==> src/rtl/barrel_shifter_pipe.sv <==
// barrel_shifter_pipe
//   Pipelined multi-mode barrel shifter with valid/ready handshakes on both sides.
//   Ops: 000 ROR, 001 ROL, 010 SRL, 011 SRA, 100 SLL, 101..111 pass-through.
//   N registered stages; stage k shifts/rotates right by 2**k when amt[k] is set.
//   Left ops bit-reverse the operand before stage 0 and the result of the last stage.
//
// Ports:
//   clk, rst_n            clock, synchronous active-low reset
//   in_valid/in_ready     input handshake
//   in_data [2**N]        operand
//   in_amt  [N]           shift/rotate amount
//   in_op   [3]           operation code
//   out_valid/out_ready   output handshake
//   out_data [2**N]       result
//   out_zero              registered (out_data == 0)
//   out_sticky            OR of discarded bits (0 unless BARREL_SHIFTER_STICKY_EN)
//
// Build option: define BARREL_SHIFTER_STICKY_EN to synthesise sticky tracking.
module barrel_shifter_pipe #(
  parameter int N = 5
) (
  input  logic             clk,
  input  logic             rst_n,
  input  logic             in_valid,
  output logic             in_ready,
  input  logic [2**N-1:0]  in_data,
  input  logic [N-1:0]     in_amt,
  input  logic [2:0]       in_op,
  output logic             out_valid,
  input  logic             out_ready,
  output logic [2**N-1:0]  out_data,
  output logic             out_zero,
  output logic             out_sticky
);

  localparam int W = 2**N;

  typedef enum logic [2:0] {
    OP_ROR = 3'b000,
    OP_ROL = 3'b001,
    OP_SRL = 3'b010,
    OP_SRA = 3'b011,
    OP_SLL = 3'b100
  } op_e;

  function automatic logic is_left(input logic [2:0] op);
    return (op == OP_ROL) || (op == OP_SLL);
  endfunction

  function automatic logic is_rot(input logic [2:0] op);
    return (op == OP_ROR) || (op == OP_ROL);
  endfunction

  function automatic logic is_pass(input logic [2:0] op);
    return op > OP_SLL;
  endfunction

  function automatic logic [W-1:0] rev(input logic [W-1:0] d);
    logic [W-1:0] r;
    r = '0;
    for (int unsigned i = 0; i < W; i++) r[i] = d[W-1-i];
    return r;
  endfunction

  // Right-only step of s bits; the fill depends on the op.
  function automatic logic [W-1:0] step(input logic [W-1:0] d, input int unsigned s,
                                        input logic [2:0] op, input logic sign);
    logic [W-1:0] r;
    if (is_rot(op)) begin
      r = (d >> s) | (d << (W - s));
    end else begin
      r = d >> s;
      if ((op == OP_SRA) && sign) r = r | ~({W{1'b1}} >> s);
    end
    return r;
  endfunction

`ifdef BARREL_SHIFTER_STICKY_EN
  // Low s bits fall off a right step; for SLL these are the original high bits.
  function automatic logic discard(input logic [W-1:0] d, input int unsigned s);
    return |(d & ~({W{1'b1}} << s));
  endfunction
`endif

  logic           valid_q [N];
  logic [W-1:0]   data_q  [N];
  logic [2:0]     op_q    [N];
  logic [N-1:0]   amt_q   [N];
  logic           sign_q  [N];
  logic           zero_q;

  logic           valid_d [N];
  logic [W-1:0]   data_d  [N];
  logic [2:0]     op_d    [N];
  logic [N-1:0]   amt_d   [N];
  logic           sign_d  [N];
  logic           zero_d;

  logic [W-1:0]   src_data [N];
  logic [N-1:0]   src_amt  [N];
  logic           ready    [N+1];

`ifdef BARREL_SHIFTER_STICKY_EN
  logic           sticky_q [N];
  logic           sticky_d [N];
  logic           src_sticky [N];
`endif

  always_comb begin
    ready[N] = out_ready;
    for (int unsigned i = N; i > 0; i--) ready[i-1] = !valid_q[i-1] || ready[i];
  end

  always_comb begin
    // Stage inputs: stage 0 from the port, stage k from stage k-1.
    valid_d[0]  = in_valid;
    src_data[0] = is_left(in_op) ? rev(in_data) : in_data;
    src_amt[0]  = is_pass(in_op) ? '0 : in_amt;
    op_d[0]     = in_op;
    sign_d[0]   = in_data[W-1];
`ifdef BARREL_SHIFTER_STICKY_EN
    src_sticky[0] = 1'b0;
`endif
    for (int unsigned k = 1; k < N; k++) begin
      valid_d[k]  = valid_q[k-1];
      src_data[k] = data_q[k-1];
      src_amt[k]  = amt_q[k-1];
      op_d[k]     = op_q[k-1];
      sign_d[k]   = sign_q[k-1];
`ifdef BARREL_SHIFTER_STICKY_EN
      src_sticky[k] = sticky_q[k-1];
`endif
    end

    for (int unsigned k = 0; k < N; k++) begin
      amt_d[k]  = src_amt[k];
      data_d[k] = src_amt[k][k] ? step(src_data[k], 32'd1 << k, op_d[k], sign_d[k])
                                : src_data[k];
`ifdef BARREL_SHIFTER_STICKY_EN
      sticky_d[k] = src_sticky[k] |
                    (src_amt[k][k] && !is_rot(op_d[k]) && discard(src_data[k], 32'd1 << k));
`endif
    end

    // Undo the entry reversal for left ops before the result is registered,
    // so out_data and out_zero come straight from flops.
    if (is_left(op_d[N-1])) data_d[N-1] = rev(data_d[N-1]);
    zero_d = (data_d[N-1] == '0);
  end

  always_ff @(posedge clk) begin
    if (!rst_n) begin
      for (int unsigned k = 0; k < N; k++) begin
        valid_q[k]  <= 1'b0;
        data_q[k]   <= '0;
        op_q[k]     <= '0;
        amt_q[k]    <= '0;
        sign_q[k]   <= 1'b0;
`ifdef BARREL_SHIFTER_STICKY_EN
        sticky_q[k] <= 1'b0;
`endif
      end
      zero_q <= 1'b0;
    end else begin
      for (int unsigned k = 0; k < N; k++) begin
        if (ready[k]) begin
          valid_q[k]  <= valid_d[k];
          data_q[k]   <= data_d[k];
          op_q[k]     <= op_d[k];
          amt_q[k]    <= amt_d[k];
          sign_q[k]   <= sign_d[k];
`ifdef BARREL_SHIFTER_STICKY_EN
          sticky_q[k] <= sticky_d[k];
`endif
        end
      end
      if (ready[N-1]) zero_q <= zero_d;
    end
  end

  assign in_ready  = ready[0];
  assign out_valid = valid_q[N-1];
  assign out_data  = data_q[N-1];
  assign out_zero  = zero_q;
`ifdef BARREL_SHIFTER_STICKY_EN
  assign out_sticky = sticky_q[N-1];
`else
  assign out_sticky = 1'b0;
`endif

endmodule

==> config.mk <==
export PLATFORM = sky130hd
export DESIGN_NAME = barrel_shifter_pipe
export DESIGN_NICKNAME = d
export VERILOG_FILES = /design/src/rtl/barrel_shifter_pipe.sv
export SDC_FILE = /design/constraint.sdc
export NUM_CORES = 1
export LEC_CHECK = 0
export ABC_AREA = 1
export BUFFER_PORTS_ARGS = -buffer_cell sky130_fd_sc_hd__buf_4
export CAP_MARGIN = 20
export CELL_PAD_IN_SITES_DETAIL_PLACEMENT = 0
export CELL_PAD_IN_SITES_GLOBAL_PLACEMENT = 1
export CORE_MARGIN = 2
export CORE_UTILIZATION = 43
export CTS_BUF_LIST = sky130_fd_sc_hd__clkbuf_4 sky130_fd_sc_hd__clkbuf_8
export DETAILED_ROUTE_END_ITERATION = 8
export GPL_TIMING_DRIVEN = 0
export PLACE_DENSITY_LB_ADDON = 0.1
export SYNTH_ARGS = -nofsm -noshare
export SYNTH_HDL_FRONTEND = slang
export SYNTH_SLANG_ARGS = --single-unit
==> constraint.sdc <==
create_clock -name clk -period 2.4 [get_ports clk]
set_clock_uncertainty 0.05 [all_clocks]
set_input_delay 0.48 -clock clk [delete_from_list [all_inputs] [get_ports clk]]
set_output_delay 0.48 -clock clk [all_outputs]
set_load 0.02 [all_outputs]
**After elaboration in Yosys (flattened, before gate mapping)**

Memory sizes are Yosys's and may differ from the RTL's.
Cells that the tools add are included.

- Register bits: 1
- RAM bits: 210
- Bits of input ports: 44
- Output and inout port bits: 36
- Word-level logic and storage cells: 136
- Memories kept: 5

- $lt $le $gt $ge: 1
- Equality and inequality tests: 12
- Mux-type cells: 59
- Bitwise gates (word level): 30
- Reduce and logical (&&, ||, !) cells: 28

Memory list:

| name | words | bits a word | read ports | clocked after memory_dff | wr ports | RTL line | source |
|---|---|---|---|---|---|---|---|
| data_q | 5 | 32 | 5 | 0 | 5 | 86 | `logic [W-1:0] data_q [N];` |
| amt_q | 5 | 5 | 4 | 0 | 5 | 88 | `logic [N-1:0] amt_q [N];` |
| op_q | 5 | 3 | 4 | 0 | 5 | 87 | `logic [2:0] op_q [N];` |
| sign_q | 5 | 1 | 4 | 0 | 5 | 89 | `logic sign_q [N];` |
| valid_q | 5 | 1 | 5 | 0 | 5 | 85 | `logic valid_q [N];` |

Operators by type and width:

| operator | number |
|---|---|
| 2-to-1 mux 32 bit | 22 |
| zero test 32 bit | 1 |
| bitwise OR 16 x 32 -> 32 bit | 1 |
| bitwise OR 24 x 32 -> 32 bit | 1 |
| bitwise OR 28 x 32 -> 32 bit | 1 |
| bitwise OR 30 x 32 -> 32 bit | 1 |
| bitwise OR 31 x 32 -> 32 bit | 1 |
| 2-to-1 mux 5 bit | 6 |
| 2-to-1 mux 1 bit | 26 |
| bitwise OR 1 bit | 25 |
| == test 3 x 1 -> 1 bit, second input constant | 5 |
| == test 3 x 2 -> 1 bit, second input constant | 5 |
| zero test 3 bit | 5 |
| 2-to-1 mux 3 bit | 5 |
| logical OR 1 bit | 12 |
| == test 3 bit, second input constant | 2 |
| logical AND 1 bit | 5 |
| zero test 1 bit | 5 |
| > comparator 3 bit, second input constant | 1 |

**Logic depth before layout (Yosys ltp)**

An unclocked memory read counts as a cell.

- Word-level depth: 11
- Depth in mapped cells: 14
- Mapped depth without buffers: 13

**Least setup slack after synthesis**

Ideal clock, no wire load.

- Path type: reg2reg
- Start point: memory valid_q[4][0], in the netlist valid_q[0][4]
- End point: memory amt_q[0][1] (enable)
- Setup time: 0.643 ns
- Arrival time: 1.925 ns
- Required time: 1.707 ns
- Setup slack: -0.218 ns
- Cell stages (with the launch flop): 6
- Path buffers: 0
- Period minus slack after synthesis: 2.618 ns
- Path through: edfxtp_1 > inv_1 > nor2_1 > nand3_1 > nor2_1 > nand3_1

RTL lines:

| what | RTL line |
|---|---|
| start, declared | 85 |
| end, declared | 88 |

==> summary.md <==
| Metric | Value |
|---|---|
| Max FO, Critical Path | `6` |
| Compound-gate portion of the synthesized area | `11.7%` |
| P&R area growth vs syn | `15.1%` |
| Tmin final | `2.25 ns` |
| Placed cell count | `1,516` |
| Slew Limit Fails | `0` |
| WP data arrival | `1.72 ns` |
| Number of buffers and inverters on the critical path | `2` |
| Hold/Removal Path Class | `in -> reg` |
| DP Area | `11,000 µm²` |
| Count of unresolved DRC violations after routing | `0` |
| Worst path required time | `1.87 ns` |
| Total design power | `7.03 mW` |
| Antenna Cells | `0` |
| Synth cell types | `26` |
| Total of fill cells in the finished design | `2,175` |
| Initial DRC count | `366` |
| Mean instance size in the synthesized netlist | `8.64 µm²` |
| Core outline area | `22,600 µm²` |
| Mux share of post-synthesis cell area | `0%` |
| Largest family of logic cells by synthesized area | `simple AND/OR/NAND/NOR gates` |
| Worst VDD drop | `0.253 mV` |
| Full die area | `24,300 µm²` |
| Fin worst setup slack | `0.151 ns` |
| Clock sink count | `192` |
| Final setup fails | `0` |
| RSZ-0062 raised after global routing | `no` |
| Delay of the slowest cell on the worst path | `0.38 ns` |
| Total vias in the final route | `7,580` |
| Buffer levels on the longest clock path | `2` |
| Remaining number of nets flagged by the antenna check after routing | `0` |
| Final Cell Area | `11,400 µm²` |
| Insertion delay of the later-clocked pin in the worst-skew pair | `0.48 ns` |
| FF+latch count, synth | `192` |
| Number of I/O port buffers | `77` |
| Initial antenna violation count | `0` |
| Post CTS Setup Buffer Count | `0` |
| DRT Pass-1 Iters | `5` |
| Clock Root Buffer | `sky130_fd_sc_hd__clkbuf_8` |
| Final weighted congestion in routability-driven placement | `0.937` |
| Number of failing hold endpoints at the final stage | `0` |
| I/O pin count | `80` |
| Row count | `55` |
| Number of gates on the worst path with buffers counted | `6` |
| Final wirelength | `24,600 µm` |
| Net count of the mapped netlist | `1,194` |
| Final core area utilization | `50.5%` |
| Critical path class | `reg -> out` |
| Clock edge transition at the registers on the reported setup and hold paths | `0.11 ns` |
| Half-perimeter wire length after placement | `19,400 µm` |
| Ys flop type | `sky130_fd_sc_hd__edfxtp_1` |
| Share of synthesized registers carrying an async set or reset | `0%` |
| Minimum hold slack | `0.236 ns` |
| Leftover overflow at the end of global routing | `0` |
| Fraction of the cycle the final worst path needs | `93.7%` |
| Post-synth EDFFs | `191` |
| Pwr per Cell Area | `615 nW/µm²` |
| Synth Area in XOR/XNOR | `0%` |
| Slew at the pin closest to its max-slew limit | `0.873 ns` |
| Fin Setup TNS | `0 ns` |
| Endpoint type of the worst setup path | `output pin` |
| CP cell instances | `inv_2 > nor2_4 > nand3_1 > nor2_1 > nand2_1 > buf_4` |
| Final net count | `1,294` |
| Via-per-instance ratio | `4.90` |
| Reg2Reg Depth | `9` |
| CTS buffer count | `17` |
| Portion of the post-synthesis area used by sequential elements | `57.9%` |
| Maximum number of pins on one net before global-route repair | `42` |
| Routed wirelength normalized by instance count | `15.9 µm` |
| Startpoint Class | `register` |
| TritonCTS clock tree | `yes` |
| Top cell types by occurrence after synthesis | `sky130_fd_sc_hd__nand2_1, sky130_fd_sc_hd__edfxtp_1, sky130_fd_sc_hd__a21oi_1, sky130_fd_sc_hd__nor2_1, sky130_fd_sc_hd__inv_1` |
| Vias in the first global route | `7,323` |
| Cell accounting for the most synthesized area | `sky130_fd_sc_hd__edfxtp_1` |
| Total track usage | `20.9%` |
| Achievable Freq | `445 MHz` |
| Post-synthesis adder-cell area fraction | `0%` |
| Top-area cell type share of the netlist area | `57.7%` |
| Leading cell type by number of instances after synthesis | `sky130_fd_sc_hd__nand2_1` |
| Setup WS pre-CTS | `-0.164 ns` |
| Chip Width | `156 µm` |
| Area share of and/or/nand/nor cells after synthesis | `21.3%` |
| Relative slew slack | `41.6%` |
| Hold-critical path depth | `4` |
| Cell with the largest stage delay on the worst path | `sky130_fd_sc_hd__edfxtp_1` |
| Initial core utilization | `43.9%` |
| Worst path top cell family by delay | `simple AND/OR/NAND/NOR gates` |
| Fin cells | `1,548` |
| Layout cells sized above 1 | `15.3%` |
| Synthesized area | `9940 µm²` |
| Synthesized instance count | `1,150` |
| Leakage | `4.89 nW` |
| Status | `finished clean` |
| Top area cells in the synthesized netlist | `sky130_fd_sc_hd__edfxtp_1, sky130_fd_sc_hd__nand2_1, sky130_fd_sc_hd__a21oi_1, sky130_fd_sc_hd__nor2_1, sky130_fd_sc_hd__o21ai_0` |
| Max-cap viol count | `0` |
| Yosys warnings | `0` |
| Die H | `156 µm` |
| First-pass GRT wire length | `38,700 µm` |
| Deepest level of the CTS H-tree | `4` |
[logic make-up after synthesis]
family                 after synthesis
flip-flops                         192
AND/OR/NAND/NOR                    545
other                                1
AO/OA/AOI/OAI                      228
buffers and inverters              184
[final cells by class]
class	count	area [µm²]	area share [%]
inverters	81	304	2.66
clock buffers	17	234	2.05
well taps	285	357	3.12
repair buffers	81	656	5.73
flip-flops and latches	192	5760	50.3
clock inverters	15	220	1.93
multi-input cells	774	3310	28.9
plain buffers	103	602	5.26
[metal layers]
metal | part of all wire (%) | GRT usage, %
met5 | 0 | 0
met4 | 2.4 | 6.55
met3 | 2.8 | 2.97
met2 | 55 | 41.5
met1 | 39 | 22.8
[worst paths after layout]
kind	startpoint	to	slack [ns]
worst max-delay path	valid_q[0][4]	in_ready	0.15
worst min register to register	out_zero	out_zero	0.43
worst max register to register	valid_q[0][4]	amt_q[0][8]	0.17
worst min-delay path	out_ready	out_zero	0.24
[report_power, final]
group | internal (mW) | switching, mW | total, mW
clock | 0.932 | 1.37 | 2.31
combinational | 0.301 | 0.489 | 0.790
sequential | 3.85 | 0.0902 | 3.94
[worst min-delay path, cell delays in order]
cell                      delay, ns
sky130_fd_sc_hd__buf_4         0.09
sky130_fd_sc_hd__nor2_4        0.05
sky130_fd_sc_hd__nand3_1       0.06
sky130_fd_sc_hd__nand2_1       0.05
[state kept, by name (all words and copies together), names as in the netlist]
signal / flops
sign_q: 4
valid_q: 5
amt_q: 10
out_zero: 1
op_q: 12
data_q: 160
[timing repair]
item / in CTS / in global routing
hold buffers: 0 / 0
endpoints found under the setup margin: 0 / 41
gates resized for setup: 0 / 2
[layout by cell type, fill, tap and decap left out, types with 2 or more instances in the layout]
master / instances
sky130_fd_sc_hd__buf_2: 19
sky130_fd_sc_hd__clkbuf_4: 2
sky130_fd_sc_hd__o21ai_0: 68
sky130_fd_sc_hd__nor2_4: 2
sky130_fd_sc_hd__buf_8: 2
sky130_fd_sc_hd__inv_12: 3
sky130_fd_sc_hd__edfxtp_1: 191
sky130_fd_sc_hd__nand2_1: 390
sky130_fd_sc_hd__buf_6: 3
sky130_fd_sc_hd__o31ai_1: 2
sky130_fd_sc_hd__a21oi_1: 154
sky130_fd_sc_hd__buf_1: 3
sky130_fd_sc_hd__nand3_1: 29
sky130_fd_sc_hd__inv_8: 3
sky130_fd_sc_hd__nand4_1: 5
sky130_fd_sc_hd__clkinv_8: 5
sky130_fd_sc_hd__inv_1: 76
sky130_fd_sc_hd__nor2_1: 111
sky130_fd_sc_hd__or2_2: 3
sky130_fd_sc_hd__buf_4: 120
sky130_fd_sc_hd__inv_6: 2
sky130_fd_sc_hd__inv_2: 4
sky130_fd_sc_hd__clkbuf_1: 33
sky130_fd_sc_hd__clkbuf_8: 17
Note: power is estimated with default switching activity, not from simulation.
